### config.mk
export PLATFORM = sky130hd
export DESIGN_NAME = address_bus_latch_bank_flat
export DESIGN_NICKNAME = d
export VERILOG_FILES = /design/src/rtl/address_bus_latch_bank_pkg.sv /design/src/rtl/address_bus_latch_bank_if.sv /design/src/rtl/address_bus_latch_bank_lane.sv /design/src/rtl/address_bus_latch_bank.sv /design/src/flat_wrapper.sv
export SDC_FILE = /design/constraint.sdc
export NUM_CORES = 1
export LEC_CHECK = 0
export BUFFER_PORTS_ARGS = -buffer_cell sky130_fd_sc_hd__buf_2
export CAP_MARGIN = 5
export CORE_MARGIN = 2
export CORE_UTILIZATION = 40
export DETAILED_ROUTE_END_ITERATION = 8
export PLACE_DENSITY = 0.79
export SLEW_MARGIN = 25
export SYNTH_ARGS = -nofsm -noshare
export SYNTH_HDL_FRONTEND = slang
export SYNTH_HIERARCHICAL = 1
export SYNTH_SLANG_ARGS = --single-unit
### constraint.sdc
create_clock -name i_clk -period 2.5 [get_ports i_clk]
set_input_delay 0.5 -clock i_clk [delete_from_list [all_inputs] [get_ports i_clk]]
set_output_delay 0.5 -clock i_clk [all_outputs]
set_load 0.05 [all_outputs]
### src/rtl/address_bus_latch_bank_pkg.sv
// Shared constants for the 6502 address-output register: lane width and
// internal bus indices that the per-lane source selects refer to.
package cpu6502_addr_pkg;

   localparam int LANE_W_DEFAULT = 8;

   localparam int SRC_DB  = 0;
   localparam int SRC_ADL = 1;
   localparam int SRC_ADH = 2;
   localparam int SRC_SB  = 3;

   function automatic int sel_w(input int num_src);
      return (num_src > 1) ? $clog2(num_src) : 1;
   endfunction

endpackage

### src/rtl/address_bus_latch_bank_if.sv
// Bus-side signals of the address latch bank: source buses and controls in,
// address pins and fix-up status out.
interface address_bus_latch_bank_if
   import cpu6502_addr_pkg::*;
#(
   parameter int LANE_W    = LANE_W_DEFAULT,
   parameter int NUM_LANES = 2,
   parameter int NUM_SRC   = 4,
   parameter int SEL_W     = sel_w(NUM_SRC)
);

   logic                        i_ce;
   logic [NUM_SRC*LANE_W-1:0]   i_src;
   logic [NUM_LANES-1:0]        i_load;
   logic [NUM_LANES*SEL_W-1:0]  i_sel;
   logic                        i_inc;
   logic                        i_carry_in;
   logic [NUM_LANES*LANE_W-1:0] o_address;
   logic                        o_fixup_pending;

   modport master (
      output i_ce, i_src, i_load, i_sel, i_inc, i_carry_in,
      input  o_address, o_fixup_pending
   );

   modport slave (
      input  i_ce, i_src, i_load, i_sel, i_inc, i_carry_in,
      output o_address, o_fixup_pending
   );

endinterface

### src/rtl/address_bus_latch_bank_lane.sv
// One byte lane of the address register: source mux, lane register, phi1
// transparent output and an adder stage that takes one extra addend plus a ripple carry.
module address_bus_lane
   import cpu6502_addr_pkg::*;
#(
   parameter int                LANE_W      = LANE_W_DEFAULT,
   parameter int                NUM_SRC     = 4,
   parameter int                SEL_W       = sel_w(NUM_SRC),
   parameter logic [LANE_W-1:0] RESET_VALUE = '0
) (
   input  logic                      i_clk,
   input  logic                      i_reset_n,
   input  logic                      i_ce,
   input  logic [NUM_SRC*LANE_W-1:0] i_src,
   input  logic [SEL_W-1:0]          i_sel,
   input  logic                      i_load,
   input  logic                      i_add,
   input  logic                      i_carry,
   output logic                      o_carry,
   output logic [LANE_W-1:0]         o_value
);

   logic [LANE_W-1:0] src_word;
   logic [LANE_W-1:0] r_value;
   logic [LANE_W:0]   sum;

   // Out-of-range selects fall through to zero.
   always_comb begin
      src_word = '0;
      for (int k = 0; k < NUM_SRC; k++) begin
         if (i_sel == SEL_W'(k)) src_word = i_src[k*LANE_W +: LANE_W];
      end
   end

   // A loaded lane never propagates a carry: the load discards it.
   always_comb begin
      sum     = {1'b0, r_value} + (LANE_W+1)'(i_add) + (LANE_W+1)'(i_carry);
      o_carry = sum[LANE_W] & ~i_load;
   end

   always_ff @(posedge i_clk or negedge i_reset_n) begin
      if (!i_reset_n) begin
         r_value <= RESET_VALUE;
      end else if (i_ce) begin
         r_value <= i_load ? src_word : sum[LANE_W-1:0];
      end
   end

   assign o_value = (i_reset_n && !i_clk && i_ce && i_load) ? src_word : r_value;

endmodule

### src/rtl/address_bus_latch_bank.sv
// 6502 address-output register: per-lane loads with phi1 transparency, full-width
// increment and a deferred page-cross carry that is applied to lane 1 one edge later.
module address_bus_latch_bank
   import cpu6502_addr_pkg::*;
#(
   parameter int                          LANE_W      = LANE_W_DEFAULT,
   parameter int                          NUM_LANES   = 2,
   parameter int                          NUM_SRC     = 4,
   parameter logic [LANE_W*NUM_LANES-1:0] RESET_VALUE = '0
) (
   input  logic                    i_clk,
   input  logic                    i_reset_n,
   address_bus_latch_bank_if.slave bus
);

   localparam int SEL_W = sel_w(NUM_SRC);

   logic              any_load;
   logic              fixup_pending;
   logic              carry [NUM_LANES+1];
   logic [LANE_W-1:0] lane_value [NUM_LANES];
   logic              unused_top_carry;

   assign any_load         = |bus.i_load;
   assign carry[0]         = 1'b0;
   assign unused_top_carry = carry[NUM_LANES];

   // Increment feeds lane 0 only when nothing loads; the pending fix-up feeds lane 1.
   for (genvar l = 0; l < NUM_LANES; l++) begin : g_lane
      logic lane_add;

      if (l == 0) begin : g_add_inc
         assign lane_add = bus.i_inc & ~any_load;
      end else if (l == 1) begin : g_add_fix
         assign lane_add = fixup_pending;
      end else begin : g_add_none
         assign lane_add = 1'b0;
      end

      address_bus_lane #(
         .LANE_W      (LANE_W),
         .NUM_SRC     (NUM_SRC),
         .SEL_W       (SEL_W),
         .RESET_VALUE (RESET_VALUE[l*LANE_W +: LANE_W])
      ) u_lane (
         .i_clk     (i_clk),
         .i_reset_n (i_reset_n),
         .i_ce      (bus.i_ce),
         .i_src     (bus.i_src),
         .i_sel     (bus.i_sel[l*SEL_W +: SEL_W]),
         .i_load    (bus.i_load[l]),
         .i_add     (lane_add),
         .i_carry   (carry[l]),
         .o_carry   (carry[l+1]),
         .o_value   (lane_value[l])
      );
   end

   always_comb begin
      bus.o_address = '0;
      for (int l = 0; l < NUM_LANES; l++) begin
         bus.o_address[l*LANE_W +: LANE_W] = lane_value[l];
      end
   end

   // Pending is consumed on every enabled edge; a fresh lane-0 carry re-arms it.
   if (NUM_LANES > 1) begin : g_fixup
      always_ff @(posedge i_clk or negedge i_reset_n) begin
         if (!i_reset_n) begin
            fixup_pending <= 1'b0;
         end else if (bus.i_ce) begin
            fixup_pending <= bus.i_load[0] & bus.i_carry_in;
         end
      end
   end else begin : g_no_fixup
      logic unused_carry_in;
      assign unused_carry_in = bus.i_carry_in;
      assign fixup_pending   = 1'b0;
   end

   assign bus.o_fixup_pending = fixup_pending;

endmodule

### src/flat_wrapper.sv
// flat-port wrapper written by rule: the top's interface ports become plain ports
module address_bus_latch_bank_flat import cpu6502_addr_pkg::*;
#(
   parameter int                          LANE_W      = LANE_W_DEFAULT,
   parameter int                          NUM_LANES   = 2,
   parameter int                          NUM_SRC     = 4,
   parameter logic [LANE_W*NUM_LANES-1:0] RESET_VALUE = '0
)
  (i_clk, i_reset_n, bus_i_ce, bus_i_src, bus_i_load, bus_i_sel, bus_i_inc, bus_i_carry_in, bus_o_address, bus_o_fixup_pending);
  address_bus_latch_bank_if #(.LANE_W(LANE_W), .NUM_LANES(NUM_LANES), .NUM_SRC(NUM_SRC)) bus_i ();
  input  logic i_clk;
  input  logic i_reset_n;
  input wire logic [$bits(bus_i.i_ce)-1:0] bus_i_ce;
  input wire logic [$bits(bus_i.i_src)-1:0] bus_i_src;
  input wire logic [$bits(bus_i.i_load)-1:0] bus_i_load;
  input wire logic [$bits(bus_i.i_sel)-1:0] bus_i_sel;
  input wire logic [$bits(bus_i.i_inc)-1:0] bus_i_inc;
  input wire logic [$bits(bus_i.i_carry_in)-1:0] bus_i_carry_in;
  output wire logic [$bits(bus_i.o_address)-1:0] bus_o_address;
  output wire logic [$bits(bus_i.o_fixup_pending)-1:0] bus_o_fixup_pending;
  assign bus_i.i_ce = bus_i_ce;
  assign bus_i.i_src = bus_i_src;
  assign bus_i.i_load = bus_i_load;
  assign bus_i.i_sel = bus_i_sel;
  assign bus_i.i_inc = bus_i_inc;
  assign bus_i.i_carry_in = bus_i_carry_in;
  assign bus_o_address = bus_i.o_address;
  assign bus_o_fixup_pending = bus_i.o_fixup_pending;
  address_bus_latch_bank #(.LANE_W(LANE_W), .NUM_LANES(NUM_LANES), .NUM_SRC(NUM_SRC), .RESET_VALUE(RESET_VALUE)) u_core (.i_clk(i_clk), .i_reset_n(i_reset_n), .bus(bus_i));
endmodule
==> results.env <==
RUN_STATUS='finished with violations'
VIOLATIONS='setup timing'
NETLIST_INSTANCES=174
DPL.HPWL_MM=3.80
VIAS_IN_THE_FIRST_GLOBAL_ROUTE=1890
POST_SYNTH_INSTANCE_AREA_SQ_UM=1800
CORE_REGION_AREA_SQ_UM=4350
MAXIMUM_SINGLE_STAGE_DELAY_ON_THE_CRITICAL_PATH_NS=0.32
TOTALPOWERFINAL_mW=1.77
DETAILEDROUTE.FIRSTITERATIONVIOLATIONS=134
CELLINTERNALPOWER_mW=1.03
GRT_MAX_DEGREE=19
DETAILEDROUTE.FIRSTPASSITERATIONCOUNT=5
FF2FF_PATH_DEPTH=10
CP_TOP_FAMILY='buffers and inverters'
CLOCK_LATENCY_NS=0.37
FINAL.SETUP_SKEW_NS=0.00632
PATH_COMMON_CELL='sky130_fd_sc_hd__buf_8'
VDD.IR_DROP.WORST_mV=0.368
GRT_OVERFLOW=0
VIASPERCELL=6.01
RSZ0062_AT_GRT='true'
WORST_SETUP_HOLD_PATH_CLK_SLEW_NS=0.07
PLACE.GP.CONGESTION=0.869
DIE_HEIGHT_UM=71.0
WORST_SLACK_NS=-0.255
TIMING_MAX_TRANSITION_VIOLATIONS_FINAL=0
CRITPATHSLOWESTCELL='sky130_fd_sc_hd__mux2_4'
CRIT_PATH_DAT_NS=2.26
P_LEAK_nW=1.17
SYNTH_FP_NETS=219
PORT-BUFFER-COUNT=59
VIAS=1773
END_KIND='output pin'
CRIT_PATH_CELL_TRACE='buf_8 > buf_8 > nand3b_4 > buf_8 > mux2_4 > buf_8'
POST_ROUTE_CELLS_DRIVE_ABOVE_1_SHARE_PCT=46.9
WORST_SETUP_PATH_START_KIND='clock port'
DIE_AREA_SQ_UM=5050
ROUTEDWLPERCELL_UM=18.4
MIN_PATH_TYPE='input port to asynchronous set/reset pin'
PLACEMENT_ROWS=24
CAPTURE_POINT_OF_THE_WORST_REG_TO_REG_PATH='u_core/g_lane[1].u_lane/r_value[4]$_DFFE_PN0P_'
CRITICAL_PATH.MAX_FANOUT=4
SWITCHINGPOWER_mW=0.739
YOSYS_WARNINGS=6
DRCVIOLATIONCOUNT=0
ANTENNA_FOUND_INITIAL=0
BOUNDARYPINS=60
WORST_R2R_STARTPOINT='u_core/g_lane[0].u_lane/r_value[0]$_DFFE_PN0P_'
SETUP_VIOLATING_ENDPOINT_COUNT_IN_THE_FINAL_REPORT=20
WORST-SETUP-PATH-TYPE='clock port to output pin'
TRITONCTS='yes'
REG2REG_SETUP_SLACK_NS=0.03
TIMING.CRITICAL_PATH.BUF_INV=4
FINALHOLDVIOLATIONS=0
CAP_VIOLATIONS=0
FILL_CELLS=334
GLOBAL_ROUTE.USAGE.TOTAL_PCT=23.0
POWER.SEQUENTIAL.FRACTION_PCT=22.6
POWER_FRAC_CLOCK_PCT=58.2
ANTENNA_VIOLATING_NETS_POST_ROUTE=0
START_UTIL_PCT=41.3
WORSTPATHREQUIRED_NS=2.00
SYN-MEAN-INSTANCE-AREA_SQ_UM=10.3
GATE_POWER_SHARE_PCT=19.2
FINALSETUPTNS_NS=-3.64
FINAL_UTIL_PCT=58.1
WIRELENGTH_MM=5.42
GRT_FIRST_PASS_WIRELENGTH_MM=8.73
AREA.GROWTH.SYNTH_TO_FINAL_PCT=40.7
INSERTEDDIODECOUNT=0
FLOORPLAN.DIE.WIDTH_UM=71.0
POWER_DENSITY_nW_PER_UM2=700
FIN_NETS=289
SWITCHING_SHARE_PCT=41.7
-- power by group through the flow --
stage	Clock (mW)	Sequential, mW	Combinational, mW
after global routing	1.08	0.412	0.371
after floorplan	0.365	0.379	0.221
after CTS	1.00	0.397	0.332
final	1.03	0.401	0.341
after global placement	0.413	0.396	0.308
after detailed placement	0.413	0.400	0.317
-- state kept, by name, indices dropped and copies added (netlist names) --
name                          count
u_core/g_lane.u_lane/r_value     16
u_core/bus.o_fixup_pending        1
-- stage by stage --
step	hold slack, ns	worst slack, ns	cells	instance area [sq um]
detailed placement	0.368	-0.427	281	2170
floorplan	0.204	-0.300	174	1820
CTS	0.00541	-0.320	294	2500
global placement	0.375	-0.346	281	2170
global route	0.206	-0.272	295	2530
finish	0.206	-0.255	295	2530
-- worst max-delay path by stage --
stage                   from                                              to  slack [ns]  cells past startpoint
6_report               i_clk                                bus_o_address[7]       -0.26                      6
5_1_grt                i_clk                                bus_o_address[7]       -0.27                      6
4_1_cts                i_clk                                bus_o_address[7]       -0.32                      6
3_5_place_dp   bus_i_load[1]  u_core/g_lane[1].u_lane/r_value[4]$_DFFE_PN0P_       -0.43                     12
3_3_place_gp   bus_i_load[1]  u_core/g_lane[1].u_lane/r_value[4]$_DFFE_PN0P_       -0.35                     12
2_1_floorplan  bus_i_load[1]  u_core/g_lane[1].u_lane/r_value[4]$_DFFE_PN0P_       -0.30                     13
-- repair_timing --
item / 4_1_cts / 5_1_grt
gates resized for setup: 45 / 11
hold buffers: 0 / 1
pin swaps: 2 / 1
setup buffers: 1 / 0
hold endpoints to repair: 0 / 6
setup endpoints to repair: 21 / 23
-- area by class of cell --
class | instances | area (sq um) | area share, %
Tap cell | 52 | 65.1 | 2.57
Multi-Input combinational cell | 128 | 1300 | 51.4
Timing Repair Buffer | 55 | 328 | 13.0
Clock inverter | 1 | 5.00 | 0.198
Sequential cell | 17 | 425 | 16.8
Clock buffer | 27 | 350 | 13.8
Inverter | 15 | 56.3 | 2.23
-- per-layer routing --
layer | routed length, um | track usage, % | up-vias
li1 | - | - | 814
met1 | 2150 | 27.5 | 834
met2 | 2620 | 30.8 | 107
met3 | 494 | 10.4 | 18
met4 | 150 | 20.1 | 0
met5 | 0 | 0 | -
-- cells in the final DEF (no fill, tap or decap), types with 2 or more instances in the layout --
| cell type | instances |
|---|---|
| sky130_fd_sc_hd__mux4_1 | 12 |
| sky130_fd_sc_hd__a32oi_1 | 4 |
| sky130_fd_sc_hd__mux2i_1 | 4 |
| sky130_fd_sc_hd__nor3b_1 | 6 |
| sky130_fd_sc_hd__a221o_1 | 2 |
| sky130_fd_sc_hd__nand3b_4 | 2 |
| sky130_fd_sc_hd__a41oi_1 | 2 |
| sky130_fd_sc_hd__mux2_4 | 3 |
| sky130_fd_sc_hd__buf_6 | 17 |
| sky130_fd_sc_hd__inv_1 | 15 |
| sky130_fd_sc_hd__nor2b_1 | 8 |
| sky130_fd_sc_hd__buf_2 | 41 |
| sky130_fd_sc_hd__nand4b_1 | 2 |
| sky130_fd_sc_hd__and3_1 | 2 |
| sky130_fd_sc_hd__dfrtp_1 | 17 |
| sky130_fd_sc_hd__o22ai_1 | 2 |
| sky130_fd_sc_hd__o211ai_1 | 2 |
| sky130_fd_sc_hd__a22oi_1 | 2 |
| sky130_fd_sc_hd__fa_2 | 2 |
| sky130_fd_sc_hd__buf_8 | 9 |
| sky130_fd_sc_hd__a211o_1 | 2 |
| sky130_fd_sc_hd__mux2_2 | 13 |
| sky130_fd_sc_hd__o221ai_1 | 2 |
| sky130_fd_sc_hd__and2_1 | 4 |
| sky130_fd_sc_hd__mux4_2 | 4 |
| sky130_fd_sc_hd__nand3_1 | 5 |
| sky130_fd_sc_hd__nand3b_1 | 2 |
| sky130_fd_sc_hd__clkbuf_8 | 5 |
| sky130_fd_sc_hd__o21ai_1 | 4 |
| sky130_fd_sc_hd__buf_4 | 9 |
| sky130_fd_sc_hd__o21ai_0 | 3 |
| sky130_fd_sc_hd__a21oi_1 | 7 |
| sky130_fd_sc_hd__nand2_1 | 16 |
(Power assumes the default switching activity.)
